==> src/rtl/hazard_ctrl.sv <==
// Pipeline hazard controller: shadows EX/MEM/WB destinations to produce stall, flush and operand-forward selects.
// Define HAZARD_CTRL_FORWARDING_EN to enable forwarding; otherwise consumers stall until the producer retires.
module hazard_ctrl #(
    parameter int CNT_W = 32
) (
    input  logic             clk,
    input  logic             rst,
    input  logic             id_valid,
    input  logic [4:0]       id_rs1,
    input  logic [4:0]       id_rs2,
    input  logic             id_use_rs1,
    input  logic             id_use_rs2,
    input  logic [4:0]       id_rd,
    input  logic             id_rf_en,
    input  logic             id_is_load,
    input  logic             ex_redirect,
    output logic             stall,
    output logic             flush_id,
    output logic             bubble_ex,
    output logic [1:0]       fwd_a,
    output logic [1:0]       fwd_b,
    output logic [CNT_W-1:0] stall_cnt,
    output logic [CNT_W-1:0] flush_cnt
);

    typedef struct packed {
        logic       valid;
        logic [4:0] rd;
        logic       rf_en;
        logic       is_load;
    } slot_t;

    function automatic logic slot_match(input slot_t s, input logic [4:0] src, input logic use_src);
        return s.valid & s.rf_en & (s.rd == src) & (src != 5'd0) & use_src;
    endfunction

    slot_t ex_q, ex_d, mem_q, mem_d, wb_q, wb_d;
    logic [CNT_W-1:0] stall_cnt_q, stall_cnt_d, flush_cnt_q, flush_cnt_d;
    logic ex_a, ex_b, mem_a, mem_b;
    logic hazard;
    logic unused_wb;

    assign ex_a  = slot_match(ex_q,  id_rs1, id_use_rs1);
    assign ex_b  = slot_match(ex_q,  id_rs2, id_use_rs2);
    assign mem_a = slot_match(mem_q, id_rs1, id_use_rs1);
    assign mem_b = slot_match(mem_q, id_rs2, id_use_rs2);

`ifdef HAZARD_CTRL_FORWARDING_EN
    logic [1:0] fwd_a_q, fwd_a_d, fwd_b_q, fwd_b_d;

    // Only a load still in EX cannot be forwarded in time; one bubble moves it to MEM.
    assign hazard = ex_q.is_load & (ex_a | ex_b);

    always_comb begin
        fwd_a_d = 2'b00;
        fwd_b_d = 2'b00;
        if (id_valid && !bubble_ex) begin
            if (ex_a)       fwd_a_d = 2'b01;
            else if (mem_a) fwd_a_d = 2'b10;
            if (ex_b)       fwd_b_d = 2'b01;
            else if (mem_b) fwd_b_d = 2'b10;
        end
    end

    always_ff @(posedge clk or negedge rst) begin
        if (!rst) begin
            fwd_a_q <= 2'b00;
            fwd_b_q <= 2'b00;
        end else begin
            fwd_a_q <= fwd_a_d;
            fwd_b_q <= fwd_b_d;
        end
    end

    assign fwd_a = fwd_a_q;
    assign fwd_b = fwd_b_q;
`else
    logic wb_a, wb_b;

    assign wb_a   = slot_match(wb_q, id_rs1, id_use_rs1);
    assign wb_b   = slot_match(wb_q, id_rs2, id_use_rs2);
    assign hazard = ex_a | ex_b | mem_a | mem_b | wb_a | wb_b;
    assign fwd_a  = 2'b00;
    assign fwd_b  = 2'b00;
`endif

    // Gated by rst so nothing leaks out while the block is held in reset.
    assign stall     = rst & id_valid & hazard & ~ex_redirect;
    assign flush_id  = rst & ex_redirect;
    assign bubble_ex = stall | flush_id;

    // WB slot mirrors the pipeline but its is_load (and, with forwarding, the whole slot) has no consumer.
    assign unused_wb = ^wb_q;

    always_comb begin
        ex_d  = bubble_ex ? slot_t'('0) : slot_t'({id_valid, id_rd, id_rf_en, id_is_load});
        mem_d = ex_q;
        wb_d  = mem_q;

        stall_cnt_d = stall_cnt_q;
        if (stall && (stall_cnt_q != {CNT_W{1'b1}}))
            stall_cnt_d = stall_cnt_q + CNT_W'(1);

        flush_cnt_d = flush_cnt_q;
        if (flush_id && (flush_cnt_q != {CNT_W{1'b1}}))
            flush_cnt_d = flush_cnt_q + CNT_W'(1);
    end

    always_ff @(posedge clk or negedge rst) begin
        if (!rst) begin
            ex_q        <= '0;
            mem_q       <= '0;
            wb_q        <= '0;
            stall_cnt_q <= '0;
            flush_cnt_q <= '0;
        end else begin
            ex_q        <= ex_d;
            mem_q       <= mem_d;
            wb_q        <= wb_d;
            stall_cnt_q <= stall_cnt_d;
            flush_cnt_q <= flush_cnt_d;
        end
    end

    assign stall_cnt = stall_cnt_q;
    assign flush_cnt = flush_cnt_q;

endmodule

==> config.mk <==
export PLATFORM = sky130hd
export DESIGN_NAME = hazard_ctrl
export DESIGN_NICKNAME = d
export VERILOG_FILES = /design/src/rtl/hazard_ctrl.sv
export SDC_FILE = /design/constraint.sdc
export NUM_CORES = 1
export LEC_CHECK = 0
export BUFFER_PORTS_ARGS = -buffer_cell sky130_fd_sc_hd__buf_4
export CORE_MARGIN = 3
export CORE_UTILIZATION = 30
export DETAILED_ROUTE_END_ITERATION = 8
export MAX_ROUTING_LAYER = met4
export PLACE_DENSITY = 0.46
export SKIP_LAST_GASP = 1
export SYNTH_ARGS = -nofsm -noshare
export SYNTH_HDL_FRONTEND = slang
export SYNTH_SLANG_ARGS = --single-unit
==> constraint.sdc <==
create_clock -name clk -period 2.2 [get_ports clk]
set_input_delay 0.22 -clock clk [delete_from_list [all_inputs] [get_ports clk]]
set_output_delay 0.22 -clock clk [all_outputs]
set_load 0.02 [all_outputs]
==> results.py, run 1 <==
metrics = {
    "setup_path": {
        "cp-end-kind": "output pin",
        "cp.required_ns": 1.98,
        "max_stage_delay_ns": 0.40,
        "critPathBufInv": 2,
        "worstPathMaxFanout": 3,
        "path_cells": "xor2_1 > nor4_2 > nand4_1 > a31oi_2 > nor2_2 > o21a_2 > inv_2 > buf_6",
        "critPathArrivalTime_ns": 2.10,
        "critPathKind": "reg -> out",
        "crit_family": "simple AND/OR/NAND/NOR gates",
        "crit_slowest_cell": "dfrtp_1",
        "cp-start-kind": "flop",
    },
    "pwr": {
        "p_comb_share_pct": 11.7,
        "internal-power_uw": 2908,
        "p_leak_uw": 0.002930,
        "clock_power_share_pct": 43.6,
        "switching_share_pct": 24.77,
        "irDropWorstVdd_mv": 0.4405,
        "p_switching_uw": 957.7,
        "p_per_area_nw_per_um2": 668.2,
        "power_frac_seq_pct": 44.8,
    },
    "clock_tree": {
        "cts-root-buf": "clkbuf_16",
        "cts.sinks": 85,
        "clock_latency_ns": 0.34,
        "cts-htree-levels": 3,
        "clkTransAtPathRegs_ns": 0.06,
        "cts_tree": "done",
        "cts_buffers": 9,
        "clockBufferDepth": 2,
    },
    "die": {
        "dieHeight_um": 123.0,
        "pin_count": 94,
        "core_area_um2": 13300,
        "initial_utilization_pct": 30.88,
        "rows": 42,
        "die_x_um": 123.0,
        "die_area_um2": 15120,
    },
    "placed_design": {
        "hpwl_um": 7419,
        "portBuffers": 88,
        "gp_congestion": 0.7665,
    },
    "routing": {
        "routed-via-count": 3102,
        "drt_first_pass_iters": 4,
        "avgViaCountPerCell": 4.555,
        "drc": 0,
        "avgRoutedWirePerCell_um": 15.02,
        "drt_wl_total_um": 10230,
        "ant_nets": 0,
        "dr.first_iter.drc_count": 84,
    },
    "timing": {
        "fin_tns_setup_ns": -0.2671,
        "slew_headroom_pct": 45.09,
        "setup_viol": 8,
        "fin_skew_ns": 0.01076,
        "maxSlewViolCount": 0,
        "layout_min_cycle_time_ns": 2.320,
        "tightest_slew_ns": 0.8237,
        "rsz0062_at_grt": "true",
        "max_freq_mhz": 431.0,
        "hold_viol_final": 0,
        "fin_ws_ns": -0.1203,
        "min_period_over_period_pct": 105.5,
    },
    "finish": {
        "fin_util_pct": 43.52,
        "diodes": 0,
        "fillCellCount": 1265,
        "syn_to_final_growth_pct": 40.93,
        "seq_area_um2": 2127,
        "multi_input_area_um2": 2043,
        "drive_gt1_share_pct": 36.04,
        "fin_nets": 525,
    },
    "logic_synthesis": {
        "synth_edf_count": 0,
        "yosysSeqAreaShare_pct": 51.81,
        "postSynthCellCount": 370,
        "ys.warnings.count": 0,
        "synth-seq-cells": 85,
        "async_flop_share_pct": 100.0,
        "synthesis.area_um2": 4105,
        "avgSynthCellArea_um2": 11.10,
        "yosysUniqueCellTypes": 34,
        "synthFlopType": "dfrtp_1",
    },
    "grt": {
        "grt_pass1_wl_um": 16530,
        "grt_pass1_vias": 3222,
        "gr-total-overflow": 0,
        "antenna_found_initial": 0,
        "grt_start_max_net_pins": 65,
        "grt_use_total_pct": 14.39,
    },
    "job": {
        "cap_violations": 0,
    },
    "status": {
        "violations": "negative setup slack",
        "outcome": "finished with violations",
    },
    "hold_path": {
        "hp-class": "in -> reg",
    },
}
-- synth_stat cells, drive strengths merged (2+ instances only) --
master  number  area, um2
xor2        54      473.0
o21ai        4      23.77
nand4       19      118.9
nand2       30      112.6
xnor2       38      332.8
or2          2      12.52
ha           2      25.02
or4          2      15.01
dfrtp       85       2127
clkbuf       3      11.26
mux2         2      22.52
nor2        20      75.07
and3        15      93.84
a31oi        4      37.53
nand3       23      115.1
nor3        16      125.1
and4         4      35.03
buf          9      70.07
inv          9      33.78
nor4        14      148.9
and2        11      68.82
-- power by group through the flow --
stage	Combinational (uW)	Clock, uW	Sequential [uW]
2_1_floorplan	158	0	1810
3_5_place_dp	437	0	1760
6_report	451	1680	1730
4_1_cts	453	1740	1730
3_3_place_gp	429	0	1760
5_1_grt	503	1810	1740
-- routing by layer --
| metal | track usage, % | part of all wire (%) | wire (um) | vias to the layer above |
|---|---|---|---|---|
| met2 | 22.04 | 47 | 4859 | 64 |
| met4 | 5.398 | 1.7 | 172 | 0 |
| met5 | - | 0 | 0 | - |
| li1 | - | - | - | 1522 |
| met3 | 3.019 | 4.4 | 447 | 12 |
| met1 | 18.89 | 46 | 4753 | 1504 |
-- per-stage QoR --
step / hold WS (ns) / power [uW] / setup WS [ns] / cells / area [um2]
floorplan: -0.07559 / 1971 / 0.04869 / 373 / 4116
global placement: 0.2816 / 2192 / 0.05013 / 650 / 5116
detailed placement: 0.2850 / 2200 / 0.01301 / 650 / 5116
CTS: 0.08035 / 3931 / -0.1215 / 672 / 5528
global route: 0.08889 / 4060 / -0.2050 / 681 / 5786
finish: 0.09328 / 3866 / -0.1203 / 681 / 5786
-- final timing paths --
path                       startpoint            end  slack (ns)  cells past startpoint
min in group asynchronous         rst        ex_q[7]        0.45                      3
max reg2reg                  mem_q[2]  stall_cnt[29]       -0.02                      9
max in group asynchronous         rst   stall_cnt[3]        1.00                      3
max                          mem_q[2]      bubble_ex       -0.12                      8
min reg2reg                   ex_q[1]       mem_q[1]        0.41                      0
min                          id_rd[3]        ex_q[5]        0.09                      2
-- timing repair --
action | CTS | global route
cloned | 0 | 3
buffers inserted | 5 | 6
hold endpoints to repair | 21 | 0
endpoints found under the setup margin | 2 | 32
gates resized for setup | 7 | 27
hold buffers | 1 | 0
pin swaps | 13 | 17
-- cell type report --
| type | count | share of cell area, % |
|---|---|---|
| Sequential cell | 85 | 36.76 |
| Tap cell | 176 | 3.806 |
| Clock inverter | 5 | 1.427 |
| Multi-Input combinational cell | 267 | 35.32 |
| Timing Repair Buffer | 128 | 17.73 |
| Clock buffer | 11 | 4.369 |
| Inverter | 9 | 0.5839 |
-- sequential cells by signal, summed over array words and instances, names as in the netlist --
signal,flops
ex_q,7
mem_q,7
wb_q,7
flush_cnt,32
stall_cnt,32
-- kinds of logic after synthesis --
group	share of synthesized area, %
adder cells (fa/ha/maj)	0.6095
other	0.09135
AND/OR/NAND/NOR	22.62
multiplexers	0.5486
buffers and inverters	2.804
flip-flops	51.81
AO/OA/AOI/OAI	1.890
XOR/XNOR	19.63
-- cell usage in the layout, fill, tap and decap left out, types with 14 or more instances in the layout --
cell type | synthesis | layout
and3_1 | 15 | 14
buf_4 | 5 | 121
dfrtp_1 | 85 | 85
nand2_1 | 30 | 30
nand3_1 | 23 | 23
nand4_1 | 19 | 19
nor2_1 | 20 | 14
xnor2_1 | 38 | 38
xor2_1 | 54 | 54
(Power assumes the default switching activity.)
==> inputs of run 2 (changes only) <==
--- a/config.mk
+++ b/config.mk
@@ -12,4 +12,5 @@
 export MAX_ROUTING_LAYER = met4
 export PLACE_DENSITY = 0.46
+export SKIP_CTS_REPAIR_TIMING = 1
 export SKIP_LAST_GASP = 1
 export SYNTH_ARGS = -nofsm -noshare
==> constraint.sdc (replaced) <==
create_clock -name clk -period 2.2 [get_ports clk]
set_input_delay 0.33 -clock clk [delete_from_list [all_inputs] [get_ports clk]]
set_output_delay 0.33 -clock clk [all_outputs]
set_load 0.02 [all_outputs]
==> results.py, run 2 (same netlist as run 1, synthesis figures left out) <==
metrics = {
    "status": {
        "outcome": "finished with violations",
        "violations": "negative setup slack",
    },
    "setup_path": {
        "critPathKind": "reg -> out",
        "critPathBufInv": 2,
        "worstPathMaxFanout": 2,
        "crit_family": "simple AND/OR/NAND/NOR gates",
        "cp-start-kind": "flop",
        "critPathArrivalTime_ns": 2.12,
        "path_cells": "xor2_1 > nor4_2 > nand4_1 > a31oi_4 > nor2_2 > o21a_1 > inv_1 > buf_6",
        "crit_slowest_cell": "dfrtp_1",
        "max_stage_delay_ns": 0.40,
        "cp-end-kind": "output pin",
        "cp.required_ns": 1.87,
    },
    "timing": {
        "hold_viol_final": 0,
        "maxSlewViolCount": 0,
        "rsz0062_at_grt": "true",
        "fin_ws_ns": -0.2500,
        "whs_ns": 0.02799,
        "slew_headroom_pct": 44.08,
        "tightest_slew_ns": 0.8388,
        "fin_skew_ns": 0.004952,
        "setup_viol": 24,
        "layout_min_cycle_time_ns": 2.450,
        "fin_tns_setup_ns": -1.370,
        "min_period_over_period_pct": 111.4,
        "max_freq_mhz": 408.2,
    },
    "clock_tree": {
        "cts_tree": "done",
        "cts_buffers": 9,
        "clkTransAtPathRegs_ns": 0.06,
        "cts-root-buf": "clkbuf_16",
        "cts.sinks": 85,
        "clockBufferDepth": 2,
        "cts-htree-levels": 3,
        "clock_latency_ns": 0.34,
    },
    "placed_design": {
        "portBuffers": 88,
        "pre_cts_slack_ns": -0.08866,
        "hpwl_um": 7473,
        "gp_congestion": 0.7861,
        "dp.cells": 659,
    },
    "finish": {
        "instances_no_fill": 680,
        "diodes": 0,
        "drive_gt1_share_pct": 32.74,
        "layout_common_cells": "buf_4, dfrtp_1, xor2_1, xnor2_1, nand2_1",
        "syn_to_final_growth_pct": 36.91,
        "fin_nets": 524,
        "final_common_cell": "buf_4",
    },
    "job": {
        "cap_violations": 0,
    },
    "routing": {
        "drt_first_pass_iters": 4,
        "drt_wl_total_um": 10340,
        "ant_nets": 0,
        "avgViaCountPerCell": 4.594,
        "dr.first_iter.drc_count": 143,
        "drc": 0,
        "avgRoutedWirePerCell_um": 15.21,
        "routed-via-count": 3124,
    },
    "pwr": {
        "p_per_area_nw_per_um2": 657.6,
        "finalPower_uw": 3696,
        "p_leak_uw": 0.002769,
        "irDropWorstVdd_mv": 0.6566,
    },
    "grt": {
        "gr-total-overflow": 0,
        "grt_start_max_net_pins": 65,
        "grt_pass1_wl_um": 16460,
        "grt_use_total_pct": 14.49,
        "grtUsageMet1_pct": 18.56,
        "grt_pass1_vias": 3198,
        "antenna_found_initial": 0,
        "top_usage_layer": "met2",
        "grt.met2_usage_pct": 22.34,
        "met3_usage_pct": 5.078,
    },
    "die": {
        "die_area_um2": 15120,
        "die_x_um": 123.0,
        "initial_utilization_pct": 30.88,
        "rows": 42,
        "core_area_um2": 13300,
        "dieHeight_um": 123.0,
        "pin_count": 94,
    },
    "hold_path": {
        "hp-class": "in -> async",
    },
}
[run 2: where the power goes]
part | total [uW] | leakage (uW) | internal [uW] | switching [uW]
Combinational | 449 | 0.00152 | 206 | 243
Clock | 1510 | 0.000138 | 914 | 601
Sequential | 1730 | 0.00111 | 1640 | 88.7
Total | 3700 | 0.00277 | 2760 | 933
[run 2: per-layer routing]
layer | part of all wire [%] | up-vias | wire [um]
li1 | - | 1513 | -
met1 | 46 | 1534 | 4783
met2 | 47 | 72 | 4908
met3 | 5.5 | 5 | 569
met4 | 0.78 | 0 | 81
met5 | 0 | - | 0
[run 2: final timing paths]
check	startpoint	endpoint	slack [ns]	depth (start not counted)
max in group asynchronous	rst	flush_cnt[19]	1.40	2
max reg2reg	stall_cnt[20]	stall_cnt[9]	-0.11	8
min	rst	mem_q[7]	0.03	2
min in group clk	id_rd[3]	ex_q[5]	0.20	2
min reg2reg	mem_q[7]	wb_q[7]	0.41	0
max	wb_q[3]	bubble_ex	-0.25	8
[run 2: stage by stage]
| step | utilization (%) | cell area, um2 |
|---|---|---|
| 2_1_floorplan | - | 4116 |
| 3_3_place_gp | 38.99 | 5184 |
| 3_5_place_dp | 38.99 | 5184 |
| 4_1_cts | 41.15 | 5472 |
| 5_1_grt | 42.27 | 5620 |
| 6_report | 42.27 | 5620 |
[run 2: worst reg2reg max path: stages, from the launching register on]
cell,delay (ns)
dfrtp_1,0.38
and3_1,0.20
and3_1,0.20
and3_1,0.23
a31oi_1,0.41
o21ai_4,0.19
buf_4,0.22
nor4_2,0.24
xnor2_1,0.16
[run 2: cell type report]
type	instances	area (um2)
clock inverter	1	30.03
fill	1309	7675
sequential	85	2127
clock buffer	15	257.7
timing repair buffer	127	1008
inverter	9	33.78
multi-input combinational	267	1943
tap	176	220.2
